===== src/rtl/mix_state_unloader_if.sv =====
// mix_state_unloader_if
//   Bundles the block-load handshake (upstream mix layer) and the word
//   stream handshake (downstream round datapath) of mix_state_unloader.
//   master : block producer / word consumer side
//   slave  : the unloader itself
//   Signals: load_valid/load_ready/state_in/round_in (block in),
//            word_valid/word_ready/word_data/word_idx/word_round/word_last,
//            busy.
interface mix_state_unloader_if #(
   parameter int WORD_W    = 64,
   parameter int NUM_WORDS = 16
);
   localparam int IDX_W = (NUM_WORDS > 1) ? $clog2(NUM_WORDS) : 1;

   logic                        load_valid;
   logic                        load_ready;
   logic [WORD_W*NUM_WORDS-1:0] state_in;
   logic [7:0]                  round_in;
   logic                        word_valid;
   logic                        word_ready;
   logic [WORD_W-1:0]           word_data;
   logic [IDX_W-1:0]            word_idx;
   logic [7:0]                  word_round;
   logic                        word_last;
   logic                        busy;

   modport master (
      output load_valid, state_in, round_in, word_ready,
      input  load_ready, word_valid, word_data, word_idx, word_round,
             word_last, busy
   );

   modport slave (
      input  load_valid, state_in, round_in, word_ready,
      output load_ready, word_valid, word_data, word_idx, word_round,
             word_last, busy
   );
endinterface


===== src/rtl/mix_state_unloader.sv =====
// mix_state_unloader
//   Captures one WORD_W*NUM_WORDS-bit mixed state plus its 8-bit round tag
//   into a shadow register and streams it out as NUM_WORDS words over a
//   valid/ready interface. With LSB_FIRST=0 word 0 is the top slice of the
//   state (mix-layer packing order); with LSB_FIRST=1 word 0 is the bottom.
//   A new block may be captured on the last-word handshake, so blocks can
//   stream back to back without a bubble.
//
//   Ports: clk, rst (synchronous, active high), bus (mix_state_unloader_if
//   slave modport: load handshake, word stream, busy).
//   Optional build macro MIX_UNLOAD_XOR_CHK_EN adds chk_valid/chk_word:
//   XOR of all words of a block, published with a one-cycle pulse after the
//   last-word handshake.
//
//   state | meaning
//   ------+-----------------------------------------------
//   IDLE  | no block held, load_ready=1
//   SEND  | block held in shadow, presenting word idx
module mix_state_unloader #(
   parameter int WORD_W    = 64,
   parameter int NUM_WORDS = 16,
   parameter bit LSB_FIRST = 1'b0
) (
   input  logic                clk,
   input  logic                rst,
`ifdef MIX_UNLOAD_XOR_CHK_EN
   output logic                chk_valid,
   output logic [WORD_W-1:0]   chk_word,
`endif
   mix_state_unloader_if.slave bus
);
   localparam int                STATE_W  = WORD_W * NUM_WORDS;
   localparam int                IDX_W    = (NUM_WORDS > 1) ? $clog2(NUM_WORDS) : 1;
   localparam logic [IDX_W-1:0]  LAST_IDX = IDX_W'(NUM_WORDS - 1);

   typedef enum logic {ST_IDLE, ST_SEND} state_t;

   state_t             state_q, state_d;
   logic [IDX_W-1:0]   idx_q, idx_d;
   logic [STATE_W-1:0] shadow_q, shadow_d;
   logic [7:0]         round_q, round_d;

   logic               in_send;
   logic               last_beat;
   logic               word_hs;
   logic               load_rdy;
   logic               capture;
   logic [IDX_W-1:0]   sel;
   logic [WORD_W-1:0]  cur_word;
   logic [WORD_W-1:0]  words [NUM_WORDS];

   for (genvar i = 0; i < NUM_WORDS; i++) begin : g_slice
      assign words[i] = shadow_q[i*WORD_W +: WORD_W];
   end

   // Word order is a pure index remap; the shadow is never shifted so the
   // presented word stays stable under backpressure.
   assign sel       = LSB_FIRST ? idx_q : (LAST_IDX - idx_q);
   assign cur_word  = words[sel];

   assign in_send   = (state_q == ST_SEND);
   assign last_beat = in_send && (idx_q == LAST_IDX);
   assign word_hs   = in_send && bus.word_ready;
   // Combinational path from word_ready: lets the next block be captured on
   // the last-word handshake.
   assign load_rdy  = !in_send || (last_beat && bus.word_ready);
   assign capture   = bus.load_valid && load_rdy;

   always_comb begin
      bus.load_ready = load_rdy;
      bus.word_valid = in_send;
      bus.busy       = in_send;
      bus.word_data  = cur_word;
      bus.word_idx   = idx_q;
      bus.word_round = round_q;
      bus.word_last  = last_beat;
   end

   always_comb begin
      state_d  = state_q;
      idx_d    = idx_q;
      shadow_d = shadow_q;
      round_d  = round_q;
      unique case (state_q)
         ST_IDLE: begin
            if (capture) state_d = ST_SEND;
         end
         ST_SEND: begin
            if (word_hs) begin
               if (!last_beat) idx_d = idx_q + IDX_W'(1);
               else if (!capture) state_d = ST_IDLE;
            end
         end
         default: state_d = ST_IDLE;
      endcase
      if (capture) begin
         shadow_d = bus.state_in;
         round_d  = bus.round_in;
         idx_d    = '0;
      end
   end

`ifdef MIX_UNLOAD_XOR_CHK_EN
   logic [WORD_W-1:0] acc_q, acc_d;
   logic [WORD_W-1:0] chk_word_q, chk_word_d;
   logic              chk_valid_q, chk_valid_d;
   logic [WORD_W-1:0] acc_next;

   assign acc_next = acc_q ^ cur_word;

   always_comb begin
      acc_d       = acc_q;
      chk_word_d  = chk_word_q;
      chk_valid_d = word_hs && last_beat;
      if (word_hs)               acc_d      = acc_next;
      if (word_hs && last_beat)  chk_word_d = acc_next;
      // A capture on the last beat starts the next block from zero.
      if (capture)               acc_d      = '0;
   end

   always_ff @(posedge clk) begin
      if (rst) begin
         acc_q       <= '0;
         chk_word_q  <= '0;
         chk_valid_q <= 1'b0;
      end else begin
         acc_q       <= acc_d;
         chk_word_q  <= chk_word_d;
         chk_valid_q <= chk_valid_d;
      end
   end

   assign chk_valid = chk_valid_q;
   assign chk_word  = chk_word_q;
`endif

   always_ff @(posedge clk) begin
      if (rst) begin
         state_q  <= ST_IDLE;
         idx_q    <= '0;
         shadow_q <= '0;
         round_q  <= '0;
      end else begin
         state_q  <= state_d;
         idx_q    <= idx_d;
         shadow_q <= shadow_d;
         round_q  <= round_d;
      end
   end
endmodule


===== src/flat_wrapper.sv =====
// flat-port wrapper written by rule: the top's interface ports become plain ports
module mix_state_unloader_flat 
#(
   parameter int WORD_W    = 64,
   parameter int NUM_WORDS = 16,
   parameter bit LSB_FIRST = 1'b0
)
  (clk, rst, bus_load_valid, bus_state_in, bus_round_in, bus_word_ready, bus_load_ready, bus_word_valid, bus_word_data, bus_word_idx, bus_word_round, bus_word_last, bus_busy);
  mix_state_unloader_if #(.WORD_W(WORD_W), .NUM_WORDS(NUM_WORDS)) bus_i ();
  input  logic clk;
  input  logic rst;
  input wire logic [$bits(bus_i.load_valid)-1:0] bus_load_valid;
  input wire logic [$bits(bus_i.state_in)-1:0] bus_state_in;
  input wire logic [$bits(bus_i.round_in)-1:0] bus_round_in;
  input wire logic [$bits(bus_i.word_ready)-1:0] bus_word_ready;
  output wire logic [$bits(bus_i.load_ready)-1:0] bus_load_ready;
  output wire logic [$bits(bus_i.word_valid)-1:0] bus_word_valid;
  output wire logic [$bits(bus_i.word_data)-1:0] bus_word_data;
  output wire logic [$bits(bus_i.word_idx)-1:0] bus_word_idx;
  output wire logic [$bits(bus_i.word_round)-1:0] bus_word_round;
  output wire logic [$bits(bus_i.word_last)-1:0] bus_word_last;
  output wire logic [$bits(bus_i.busy)-1:0] bus_busy;
  assign bus_i.load_valid = bus_load_valid;
  assign bus_i.state_in = bus_state_in;
  assign bus_i.round_in = bus_round_in;
  assign bus_i.word_ready = bus_word_ready;
  assign bus_load_ready = bus_i.load_ready;
  assign bus_word_valid = bus_i.word_valid;
  assign bus_word_data = bus_i.word_data;
  assign bus_word_idx = bus_i.word_idx;
  assign bus_word_round = bus_i.word_round;
  assign bus_word_last = bus_i.word_last;
  assign bus_busy = bus_i.busy;
  mix_state_unloader #(.WORD_W(WORD_W), .NUM_WORDS(NUM_WORDS), .LSB_FIRST(LSB_FIRST)) u_core (.clk(clk), .rst(rst), .bus(bus_i));
endmodule

===== config.mk =====
export PLATFORM = sky130hd
export DESIGN_NAME = mix_state_unloader_flat
export DESIGN_NICKNAME = d
export VERILOG_FILES = /design/src/rtl/mix_state_unloader_if.sv /design/src/rtl/mix_state_unloader.sv /design/src/flat_wrapper.sv
export SDC_FILE = /design/constraint.sdc
export NUM_CORES = 2
export LEC_CHECK = 0
export BUFFER_PORTS_ARGS = -buffer_cell sky130_fd_sc_hd__buf_2
export CORE_AREA = 8 8 432 434
export CTS_BUF_LIST = sky130_fd_sc_hd__clkbuf_4
export DETAILED_ROUTE_END_ITERATION = 16
export DIE_AREA = 0 0 440 442
export PLACE_DENSITY = 0.47
export SLEW_MARGIN = 10
export SYNTH_ARGS = -nofsm -noshare
export SYNTH_HDL_FRONTEND = slang
export SYNTH_SLANG_ARGS = --single-unit

===== constraint.sdc =====
create_clock -name clk -period 2.8 [get_ports clk]
set_input_delay 0.56 -clock clk [delete_from_list [all_inputs] [get_ports clk]]
set_output_delay 0.56 -clock clk [all_outputs]
set_load 0.02 [all_outputs]

==> results of run 1 <==
==> per-stage QoR <==
stage | TNS, ns | hold WS [ns] | utilization, % | cells
floorplan | 0 | 0.4455 | - | 5039
global placement | -0.04812 | 0.4547 | 34.82 | 8322
detailed placement | -0.002379 | 0.4588 | 34.82 | 8322
==> cells by family after synthesis <==
| family | count (synthesis) | synth area share [%] |
|---|---|---|
| buffers and inverters | 432 | 3.706 |
| adder cells (fa/ha/maj) | 1 | 0.02356 |
| flip-flops | 1037 | 39.09 |
| AO/OA/AOI/OAI | 138 | 1.939 |
| AND/OR/NAND/NOR | 2143 | 24.93 |
| multiplexers | 1288 | 30.31 |
==> impl_metrics.json, run 1 <==
{
  "placement.cell_area_um2": 62600,
  "cts-htree-levels": 5,
  "async_flop_share_pct": 0,
  "initial_core_util_pct": 29.54,
  "clockBufferDepth": 4,
  "ys_seq_area_share_pct": 39.09,
  "cts_buffers": 330,
  "failing_step": "4_1_cts",
  "yosysMostFrequentCell": "nand2b_1",
  "gp_congestion": 0.8409,
  "clock-sinks": 1037,
  "cts_resized": 153,
  "synth_ff_type": "dfxtp_1",
  "yosys_warnings": 0,
  "pre_cts_slack_ns": -0.002379,
  "syn_nets": 6076,
  "synth_cells": 5039,
  "ctsHoldBuffers": 1780,
  "hpwl_mm": 161.2,
  "synthTopCellsByArea": "dfxtp_1 (39%), nand2b_1 (24%), mux2i_1 (19%)",
  "synth_edf_count": 0,
  "synth_common_cells": "nand2b_1 (2064), dfxtp_1 (1037), mux2i_1 (1032)",
  "error": "[ERROR RSZ-0060] Max buffer count reached.",
  "rows": 156,
  "netlist.area_leader.share_pct": 39.09,
  "cts_setup_buffers": 41,
  "root_buffer": "clkbuf_4",
  "fp.dieW_um": 440,
  "ys_seq_elements": 1037,
  "die_y_um": 442,
  "avgSynthCellArea_um2": 10.54,
  "syn_area_um2": 53100,
  "portBuffers": 1115,
  "ys_types": 29,
  "pin_count": 1116,
  "status": "did not finish",
  "synth_top_area_cell": "dfxtp_1"
}
==> run 2, diff against run 1 <==
Settings changed: CORE_AREA 8 8 432 434 to not set, CORE_MARGIN set to 8, CORE_UTILIZATION set to 30, CTS_BUF_LIST sky130_fd_sc_hd__clkbuf_4 to not set, DIE_AREA 0 0 440 442 to not set, PLACE_DENSITY 0.47 to not set, PLACE_DENSITY_LB_ADDON set to 0.15.
==> run 2 against run 1 <==
  * The flow now finishes, with violations (setup timing)
  * Synthesized area unchanged
  * Synthesized cell count unchanged
==> impl_metrics.json, run 2 <==
{
  "synth_common_cells": "nand2b_1 (2064), dfxtp_1 (1037), mux2i_1 (1032)",
  "cp.arrival_ns": 2.84,
  "drc": 0,
  "required_ns": 2.24,
  "min_delay_worst_endpoint": "u_core.shadow_q[873]$_SDFFE_PP0P_",
  "core_um2": 176100,
  "cts-htree-levels": 4,
  "top_register": "u_core.shadow_q",
  "r2r-end": "u_core.shadow_q[200]$_SDFFE_PP0P_",
  "fin_crit_sh_pct": 121.5,
  "reg2reg_depth": 10,
  "syn_nets": 6076,
  "setup.worst_path.start_class": "flip-flop",
  "sw_frac_of_total_pct": 26.30,
  "grt.busiest_layer": "met2",
  "gr-usage-all-layers_pct": 21.34,
  "via_per_inst": 4.679,
  "clock-sinks": 1037,
  "slew_headroom_pct": 60.10,
  "fillers": 17590,
  "skew_ns": 0.03005,
  "hpwl_mm": 163.2,
  "die_area_um2": 190700,
  "synthTopCellsByArea": "dfxtp_1 (39%), nand2b_1 (24%), mux2i_1 (19%)",
  "avgSynthCellArea_um2": 10.54,
  "largest_reg_flops": 1024,
  "reg2reg_from": "u_core.bus.word_idx[1]$_SDFFE_PP0P_",
  "holdCritStartpoint": "bus_state_in[873]",
  "p_clk_share_pct": 43.6,
  "layout_common_cells": "nand2b_1 (2064), buf_2 (1086), dfxtp_1 (1033)",
  "synth_edf_count": 0,
  "antenna_found_initial": 131,
  "totalWireLength_mm": 215.4,
  "internal-power_uw": 28530,
  "syn_area_um2": 53100,
  "leakage_uw": 0.02796,
  "layout_commonest_cell": "nand2b_1",
  "fin_nets": 7220,
  "wl_per_cell_um": 24.83,
  "met3_usage_pct": 4.632,
  "period_needed_ns": 3.401,
  "root_buffer": "clkbuf_16",
  "drv_cap": 0,
  "netlist.area_leader.share_pct": 39.09,
  "status": "finished with violations",
  "synth_top_area_cell": "dfxtp_1",
  "grt_pass1_vias": 42200,
  "path_max_fanout": 9,
  "whs_path_depth": 3,
  "cts_tree": "yes",
  "cp-end-kind": "output port",
  "pre_cts_slack_ns": -0.002157,
  "ys_seq_area_share_pct": 39.09,
  "stdcell_count": 8677,
  "dr.pass1.iters": 7,
  "grt_max_degree": 183,
  "grt_overflow": 0,
  "seq_area_um2": 20770,
  "tightest_slew_ns": 0.5984,
  "setup_slack_ns": -0.6008,
  "p_seq_share_pct": 42.1,
  "total_power_uw": 38710,
  "grt_pass1_wl_mm": 302.2,
  "fp.dieW_um": 436.7,
  "violations": "setup timing",
  "dp.cells": 8286,
  "p_per_area_nw_per_um2": 561.1,
  "rows": 154,
  "fin_hold_ws_ns": 0.06248,
  "fmax_ghz": 0.2940,
  "ys_seq_elements": 1037,
  "drv_slew": 0,
  "yosysMostFrequentCell": "nand2b_1",
  "synth_cells": 5039,
  "async_flop_share_pct": 0,
  "yosys_warnings": 0,
  "die_y_um": 436.7,
  "clockBufferDepth": 3,
  "hp-class": "in2reg",
  "r2r_setup_slack_ns": 0.34,
  "initial_core_util_pct": 30.15,
  "clk_pin_slew_ns": 0.06,
  "synth_ff_type": "dfxtp_1",
  "ys_types": 29,
  "globalRouteMet2Util_pct": 35.22,
  "pin_count": 1116,
  "area_delta_synth_final_pct": 29.90,
  "gp_congestion": 0.8619,
  "rsz0062_at_grt": "yes",
  "clock_latency_ns": 0.76,
  "vias": 40600,
  "met1_usage_pct": 27.75,
  "p_sw_uw": 10180,
  "setup_viol": 64,
  "first_iter_violations": 2515,
  "ir_drop_mv": 0.4150,
  "worstSetupPathType": "reg2out",
  "antenna_left": 0,
  "portBuffers": 1115,
  "cts_buffers": 131,
  "comb_power_share_pct": 14.2,
  "layout-drive-gt1-share_pct": 31.78,
  "multi_input_area_um2": 30900,
  "hold_violations": 0
}
==> run 2: cell counts after synthesis <==
Identical to the previous run, type by type.
==> run 2: layout make-up <==
class | instances | area share, %
multi-input cells | 3570 | 44.79
flip-flops and latches | 1037 | 30.12
repair buffers | 1443 | 14.52
clock buffers | 209 | 5.703
well taps | 2340 | 4.244
clock inverters | 27 | 0.4408
diodes | 51 | 0.1850
==> run 2: power groups by stage <==
stage	combinational, µW	sequential (µW)	clock [µW]
2_1_floorplan	3230	16300	0
3_3_place_gp	5250	16600	0
3_5_place_dp	5290	16600	0
4_1_cts	5450	16300	17300
5_1_grt	5900	16400	18000
6_report	5510	16300	16900
==> run 2: how the worst max path moves through the flow <==
stage / start / to / slack (ns) / cells after the start
after floorplan: u_core.bus.word_idx[0]$_SDFFE_PP0P_ / bus_word_data[53] / 0.30 / 6
after global placement: u_core.bus.word_idx[0]$_SDFFE_PP0P_ / bus_word_data[18] / 0.02 / 6
after detailed placement: u_core.bus.word_idx[0]$_SDFFE_PP0P_ / bus_word_data[33] / -0.002 / 7
after CTS: u_core.bus.word_idx[0]$_SDFFE_PP0P_ / bus_word_data[19] / -0.69 / 8
after global routing: u_core.bus.word_idx[0]$_SDFFE_PP0P_ / bus_word_data[62] / -0.70 / 8
final: u_core.bus.word_idx[0]$_SDFFE_PP0P_ / bus_word_data[62] / -0.60 / 8
==> run 2: cell families (layout without fill, tap and decap cells) <==
| family | after synthesis | in the layout | share of synthesized area [%] |
|---|---|---|---|
| AND/OR/NAND/NOR | 2143 | 2143 | 24.93 |
| adder cells (fa/ha/maj) | 1 | 1 | 0.02356 |
| multiplexers | 1288 | 1288 | 30.31 |
| AO/OA/AOI/OAI | 138 | 138 | 1.939 |
| other | 0 | 51 | 0 |
| buffers and inverters | 432 | 1679 | 3.706 |
| flip-flops | 1037 | 1037 | 39.09 |
==> run 2: stage by stage <==
stage,area [µm²],utilization (%),TNS (ns)
2_1_floorplan,53100,-,0
3_3_place_gp,62320,35.38,0
3_5_place_dp,62320,35.38,-0.002157
4_1_cts,67900,38.55,-39.06
5_1_grt,68910,39.13,-40.68
6_report,68980,39.17,-32.70
==> run 2: worst max-delay path, cell delays in order, from the launching register on <==
cell,delay (ns)
dfxtp_4,0.36
buf_12,0.15
buf_16,0.20
buf_12,0.17
mux4_2,0.50
a22oi_1,0.22
buf_4,0.20
nand2_1,0.11
buf_2,0.18
==> run 2: layer usage <==
layer  wire [µm]  vias up
met5         138        -
met2      102400     1147
met1       95030    19670
li1            -    19400
met4        6355       22
met3       11530      360
==> run 2: timing repair <==
action | in CTS | in global routing
pin swaps | 12 | 24
resized for setup | 114 | 159
buffers inserted | 61 | 31
cloned | 8 | 4
endpoints found under the hold margin | 2 | 0
hold buffers | 2 | 0
setup endpoints to repair | 66 | 66
Power figures use the tool's default switching activity.
